**src/rtl/bcd_to_bin_seq.sv**
```systemverilog
// bcd_to_bin_seq: iterative reverse double-dabble converter from packed BCD to
// unsigned binary, one bit per clock, behind a start/busy/done handshake.
// Invalid digits (A-F) bypass the iteration and report err with a zero result.
module bcd_to_bin_seq #(
    parameter int DIGITS = 2,
    parameter int BIN_W  = 7
) (
    input  logic                  clk,
    input  logic                  rst_n,
    input  logic                  start,
    input  logic [4*DIGITS-1:0]   bcd_in,
    output logic                  busy,
    output logic                  done,
    output logic [BIN_W-1:0]      bin_out,
    output logic                  err
);

    localparam int BCD_W = 4 * DIGITS;
    localparam int TOT_W = BCD_W + BIN_W;
    localparam int CW    = $clog2(BIN_W + 1);
    localparam logic [CW-1:0] LAST_IT = CW'(BIN_W - 1);

    // The result register must hold the largest DIGITS-digit decimal value.
    if ((2 ** BIN_W) < (10 ** DIGITS)) begin : g_width_check
        $error("bcd_to_bin_seq: BIN_W too small for DIGITS");
    end

    typedef enum logic [1:0] {
        IDLE = 2'd0,
        CONV = 2'd1,
        DONE = 2'd2
    } state_t;

    state_t            state, state_nxt;
    logic [BCD_W-1:0]  bcd_sr;
    logic [BIN_W-1:0]  bin_sr;
    logic [CW-1:0]     it_cnt;
    logic              err_pend;
    logic              in_bad;

    // One reverse double-dabble iteration: shift the whole {bcd, bin} pair right,
    // then pull every BCD digit that landed at >= 8 back down by 3.
    function automatic logic [TOT_W-1:0] rev_dabble(input logic [TOT_W-1:0] v);
        logic [TOT_W-1:0] s;
        logic [3:0]       d;
        s = v >> 1;
        for (int k = 0; k < DIGITS; k++) begin
            d = s[BIN_W + 4*k +: 4];
            if (d >= 4'd8) begin
                s[BIN_W + 4*k +: 4] = d - 4'd3;
            end
        end
        return s;
    endfunction

    // True when any packed digit is outside 0..9.
    function automatic logic any_bad_digit(input logic [BCD_W-1:0] v);
        logic bad;
        bad = 1'b0;
        for (int k = 0; k < DIGITS; k++) begin
            if (v[4*k +: 4] > 4'd9) begin
                bad = 1'b1;
            end
        end
        return bad;
    endfunction

    assign in_bad = any_bad_digit(bcd_in);
    assign busy   = (state != IDLE);

    // State register.
    always_ff @(posedge clk or negedge rst_n) begin
        if (!rst_n) begin
            state <= IDLE;
        end else begin
            state <= state_nxt;
        end
    end

    // Next-state logic: invalid operands skip straight to DONE.
    always_comb begin
        state_nxt = state;
        case (state)
            IDLE: begin
                if (start) begin
                    state_nxt = in_bad ? DONE : CONV;
                end
            end
            CONV: begin
                if (it_cnt == LAST_IT) begin
                    state_nxt = DONE;
                end
            end
            DONE:    state_nxt = IDLE;
            default: state_nxt = IDLE;
        endcase
    end

    // Operand capture, iteration datapath and result/err publication.
    always_ff @(posedge clk or negedge rst_n) begin
        if (!rst_n) begin
            bcd_sr   <= '0;
            bin_sr   <= '0;
            it_cnt   <= '0;
            err_pend <= 1'b0;
            bin_out  <= '0;
            err      <= 1'b0;
            done     <= 1'b0;
        end else begin
            done <= (state == DONE);
            case (state)
                IDLE: begin
                    if (start) begin
                        bcd_sr   <= bcd_in;
                        bin_sr   <= '0;
                        it_cnt   <= '0;
                        err_pend <= in_bad;
                    end
                end
                CONV: begin
                    {bcd_sr, bin_sr} <= rev_dabble({bcd_sr, bin_sr});
                    it_cnt           <= it_cnt + CW'(1);
                end
                DONE: begin
                    bin_out <= err_pend ? '0 : bin_sr;
                    err     <= err_pend;
                end
                default: ;
            endcase
        end
    end

endmodule
```
**config.mk**
```make
export PLATFORM = sky130hd
export DESIGN_NAME = bcd_to_bin_seq
export DESIGN_NICKNAME = d
export VERILOG_FILES = /design/src/rtl/bcd_to_bin_seq.sv
export SDC_FILE = /design/constraint.sdc
export NUM_CORES = 1
export LEC_CHECK = 0
export ABC_AREA = 1
export ABC_CLOCK_PERIOD_IN_PS = 1800
export CORE_MARGIN = 3
export CORE_UTILIZATION = 30
export CTS_CLUSTER_SIZE = 20
export DETAILED_ROUTE_END_ITERATION = 10
export PLACE_DENSITY = 0.56
export REMOVE_ABC_BUFFERS = 1
export SYNTH_ARGS = -nofsm -noshare
export SYNTH_HDL_FRONTEND = slang
export SYNTH_SLANG_ARGS = --single-unit
```
**constraint.sdc**
```tcl
create_clock -name clk -period 1.8 [get_ports clk]
set_input_delay 0.36 -clock clk [delete_from_list [all_inputs] [get_ports clk]]
set_output_delay 0.36 -clock clk [all_outputs]
set_load 0.1 [all_outputs]
```
### After elaboration in Yosys (flattened, before gate mapping)

Cells that the tools add are included.

| cells by class | value |
|---|---|
| $add $sub $neg | 3 |
| magnitude comparators | 4 |
| equal/unequal tests | 5 |
| multiplexer cells | 15 |
| reduce and logical (&&, ||, !) cells | 6 |

Operator list:

| cell | number |
|---|---|
| $pmux W8 S2 | 1 |
| $mux W7 | 2 |
| $pmux W7 S2 | 1 |
| $gt A4 B4 Y1 const B | 2 |
| $mux W4 | 2 |
| $mux W8 | 1 |
| $mux W2 | 3 |
| $pmux W3 S2 | 1 |
| $reduce_and A2 Y1 | 3 |
| $ge A3 B4 Y1 const B | 1 |
| $ge A4 B4 Y1 const B | 1 |
| $ne A2 B2 Y1 const B | 2 |
| $pmux W2 S2 | 1 |
| $reduce_bool A2 Y1 | 2 |
| $sub A3 B2 Y4 const B | 1 |
| $sub A4 B2 Y4 const B | 1 |
| $add A3 B1 Y3 const B | 1 |
| $eq A3 B3 Y1 const B | 1 |
| $mux W3 | 1 |
| $eq A2 B1 Y1 const B | 1 |
| $eq A2 B2 Y1 const B | 1 |
| $logic_not A2 Y1 | 1 |
| $mux W1 | 2 |

| word-level totals | value |
|---|---|
| register bits | 30 |
| output and inout port bits | 10 |

### Logic depth before layout (Yosys ltp)

| depth | value |
|---|---|
| depth in word-level cells | 6 |
| depth in mapped cells | 8 |
| depth with buffers taken out | 8 |

### Worst setup path before layout

OpenSTA, ideal clock, no wires.

| timing path | value |
|---|---|
| kind | flip-flop to output port |
| start point | register state[0] |
| end point | output port busy |
| arrival | 1.118 ns |
| data required time | 1.440 ns |
| path slack | 0.322 ns |
| cell stages (with the launch flop) | 3 |
| path through | dfrtp_1 inv_1 nand2_1 |

| between the ends | value |
|---|---|
| word-level cells in the longest chain between the ends | 1 |

RTL lines:

| item | line | source |
|---|---|---|
| from (decl) | 34 | `state_t state, state_nxt;` |
| from (signal assigned) | 76 | `state <= state_nxt;` |
| $reduce_bool A2 Y1 | 69 | `assign busy = (state != IDLE);` |
| to (decl) | 12 | `output logic busy,` |

No other way between the ends.

### Final worst setup path

Ends and elaborated chain as after synthesis.

==> out/results.ini <==
[outcome]
outcome = finished clean

[critical_path]
critPathLaunchType = flop
cp.required_ns = 1.44
critPathKind = flop to primary output
r2r_slack_ns = 0.44
cp_max_fo = 4
slowest_stage = dfrtp_1
worst_setup_path_end_kind = primary output
cpPeakStageDelay_ns = 0.41
crit_chain = inv_1, nand2_1, buf_12
cp.arrival_ns = 1.12

[logic_synthesis]
synth.area.mux_share_pct = 0
ys_types = 15
seq_area_frac_synth_pct = 56.3
synth_largest_area_cell = dfrtp_1
yosys_register_bits = 30
synth_top_cell_area_share_pct = 56.3
synth_top_family_by_area = simple AND/OR/NAND/NOR gates
syn_area_mm2 = 0.00133
synthTopCellsByArea = dfrtp_1 (56%), nand2_1 (15%), o21ai_0 (7.1%)
avgSynthCellArea_um2 = 8.55
yosys_warnings = 0
syn_inst = 156
synth_xor_area_share_pct = 0
yosys.area_share.simple_pct = 20.7
synth_fa_ha_area_share_pct = 3.75
synth-compound-area-share_pct = 11.8

[layout]
final_cells = 234
diodes = 0
fin_nets = 198
mostFrequentLayoutCell = nand2_1
area_growth_pct = 37.8
drive_gt1_share_pct = 13.6
final_cell_mix = nand2_1 (55), dfrtp_1 (30), inv_1 (21), o21ai_0 (19)

[timing]
fin_crit_sh_pct = 82.2
min_period_ns = 1.48
fin_setup_tns_ns = 0
fmax_ghz = 0.676
tightest_slew_ns = 0.540
skew_ns = 0.00503
rsz0062_at_grt = false
whs_ns = 0.468
timing.slew.headroom_pct = 63.9
maxSlewViolCount = 0
hold_viol = 0
setup_viol_count_final = 0

[run]
maxCapViolCount = 0

[die]
core_region_area_mm2 = 0.00414
start_util_pct = 32.2
die-width_um = 72.7
rows = 23
die_area_mm2 = 0.00528
io_pins = 21
chipHeight_um = 72.7

[clocking]
cts_htree_levels = 2
cts_resized = 0
path_clk_slew_ns = 0.06
clk-insertion-delay-late_ns = 0.28
cts_tree = yes
post-cts-setup-buffer-count = 0
cts_buffers = 5
clkSinkCount = 30
cts_root_buf = clkbuf_8
ctsHoldBuffers = 0
cts_buffer_depth = 2

[global_route]
gr-usage-all-layers_pct = 12.1
antenna_found_initial = 0
first_global_vias = 1127
grt_pass1_wl_um = 4840
grt_max_degree = 31
grt-ovfl-total = 0

[routing]
drtAntennaViolNets = 0
drt_iter0_markers = 26
drt_first_pass_iters = 4
via_per_inst = 4.51
drc_errors = 0
num_vias = 1055
wl_um = 2740
wl_per_cell_um = 11.7

[pwr]
pwr_density_cell_mw_per_mm2 = 1870
leakagePower_nw = 0.895
max-vdd-ir-drop_mv = 0.534

[placed_design]
gp_congestion = 0.767
dp.cells = 226
detailed_place_hpwl_um = 2000
io_buffers = 20

[min_path]
hold_class = input port to async pin

==> routing by layer <==
layer | up-vias | share of wire [%] | track usage (%)
li1 | 544 | - | -
met1 | 485 | 44 | 12.5
met2 | 20 | 49 | 21.4
met3 | 6 | 5.4 | 4.55
met4 | 0 | 2.1 | 5.53
met5 | - | 0 | 0
==> area by class of cell <==
type / instances / area [um2]
timing repair buffer: 22 / 315
multi-input combinational: 102 / 484
clock inverter: 2 / 60.1
clock buffer: 6 / 82.6
fill: 427 / 2310
tap: 50 / 62.6
inverter: 22 / 82.6
sequential: 30 / 751
==> power by group <==
group	internal [mW]	switching, mW
registers	0.903	0.172
clock network	0.590	0.256
logic	0.515	1.01
==> path summary, 6_finish.rpt <==
kind / from / to / cells past startpoint
max reg2reg: state[1] / bcd_sr[4] / 6
min reg2reg: bcd_sr[6] / bcd_sr[6] / 2
min: rst_n / bin_sr[2] / 2
max in group asynchronous: rst_n / done / 2
min in group clk: bcd_sr[6] / bcd_sr[6] / 2
max: state[0] / busy / 3
==> sequential cells by signal, indices dropped and copies added, names as in the netlist <==
signal and flops:
err_pend 1, done 1, bin_out 7, state 2
bcd_sr 8, it_cnt 3, err 1, bin_sr 7
==> stage by stage <==
step	util [%]	worst slack, ns	area (um2)	power [mW]
4_1_cts	44.4	0.308	1840	3.49
3_5_place_dp	40.9	0.349	1700	2.63
2_1_floorplan	-	0.322	1320	2.07
5_1_grt	44.4	0.268	1840	3.67
6_report	44.4	0.321	1840	3.45
3_3_place_gp	40.9	0.369	1700	2.60
==> logic make-up (layout without fill, tap and decap cells) <==
kind of cell	Yosys count	in the layout
AOI/OAI and AO/OA	28	28
adders and majority gates	4	4
buffers and inverters	24	52
DFF	30	30
and+or+nand+nor	70	70
==> cells in the mapped netlist <==
| master | n |
|---|---|
| nor2_1 | 6 |
| buf_2 | 1 |
| nor2_2 | 1 |
| dfrtp_1 | 30 |
| nand2_1 | 55 |
| or2_2 | 1 |
| inv_2 | 1 |
| buf_6 | 1 |
| ha_1 | 4 |
| o22ai_1 | 6 |
| o21ai_0 | 19 |
| nand3_1 | 7 |
| o21a_1 | 1 |
| inv_1 | 21 |
| o21ai_2 | 2 |
==> worst max-delay path, delay by kind of cell (launching register included) <==
family        cells  cell delay, ns
buf+inv           2            0.32
flops             1            0.41
simple gates      1            0.11
(Power assumes the default switching activity.)
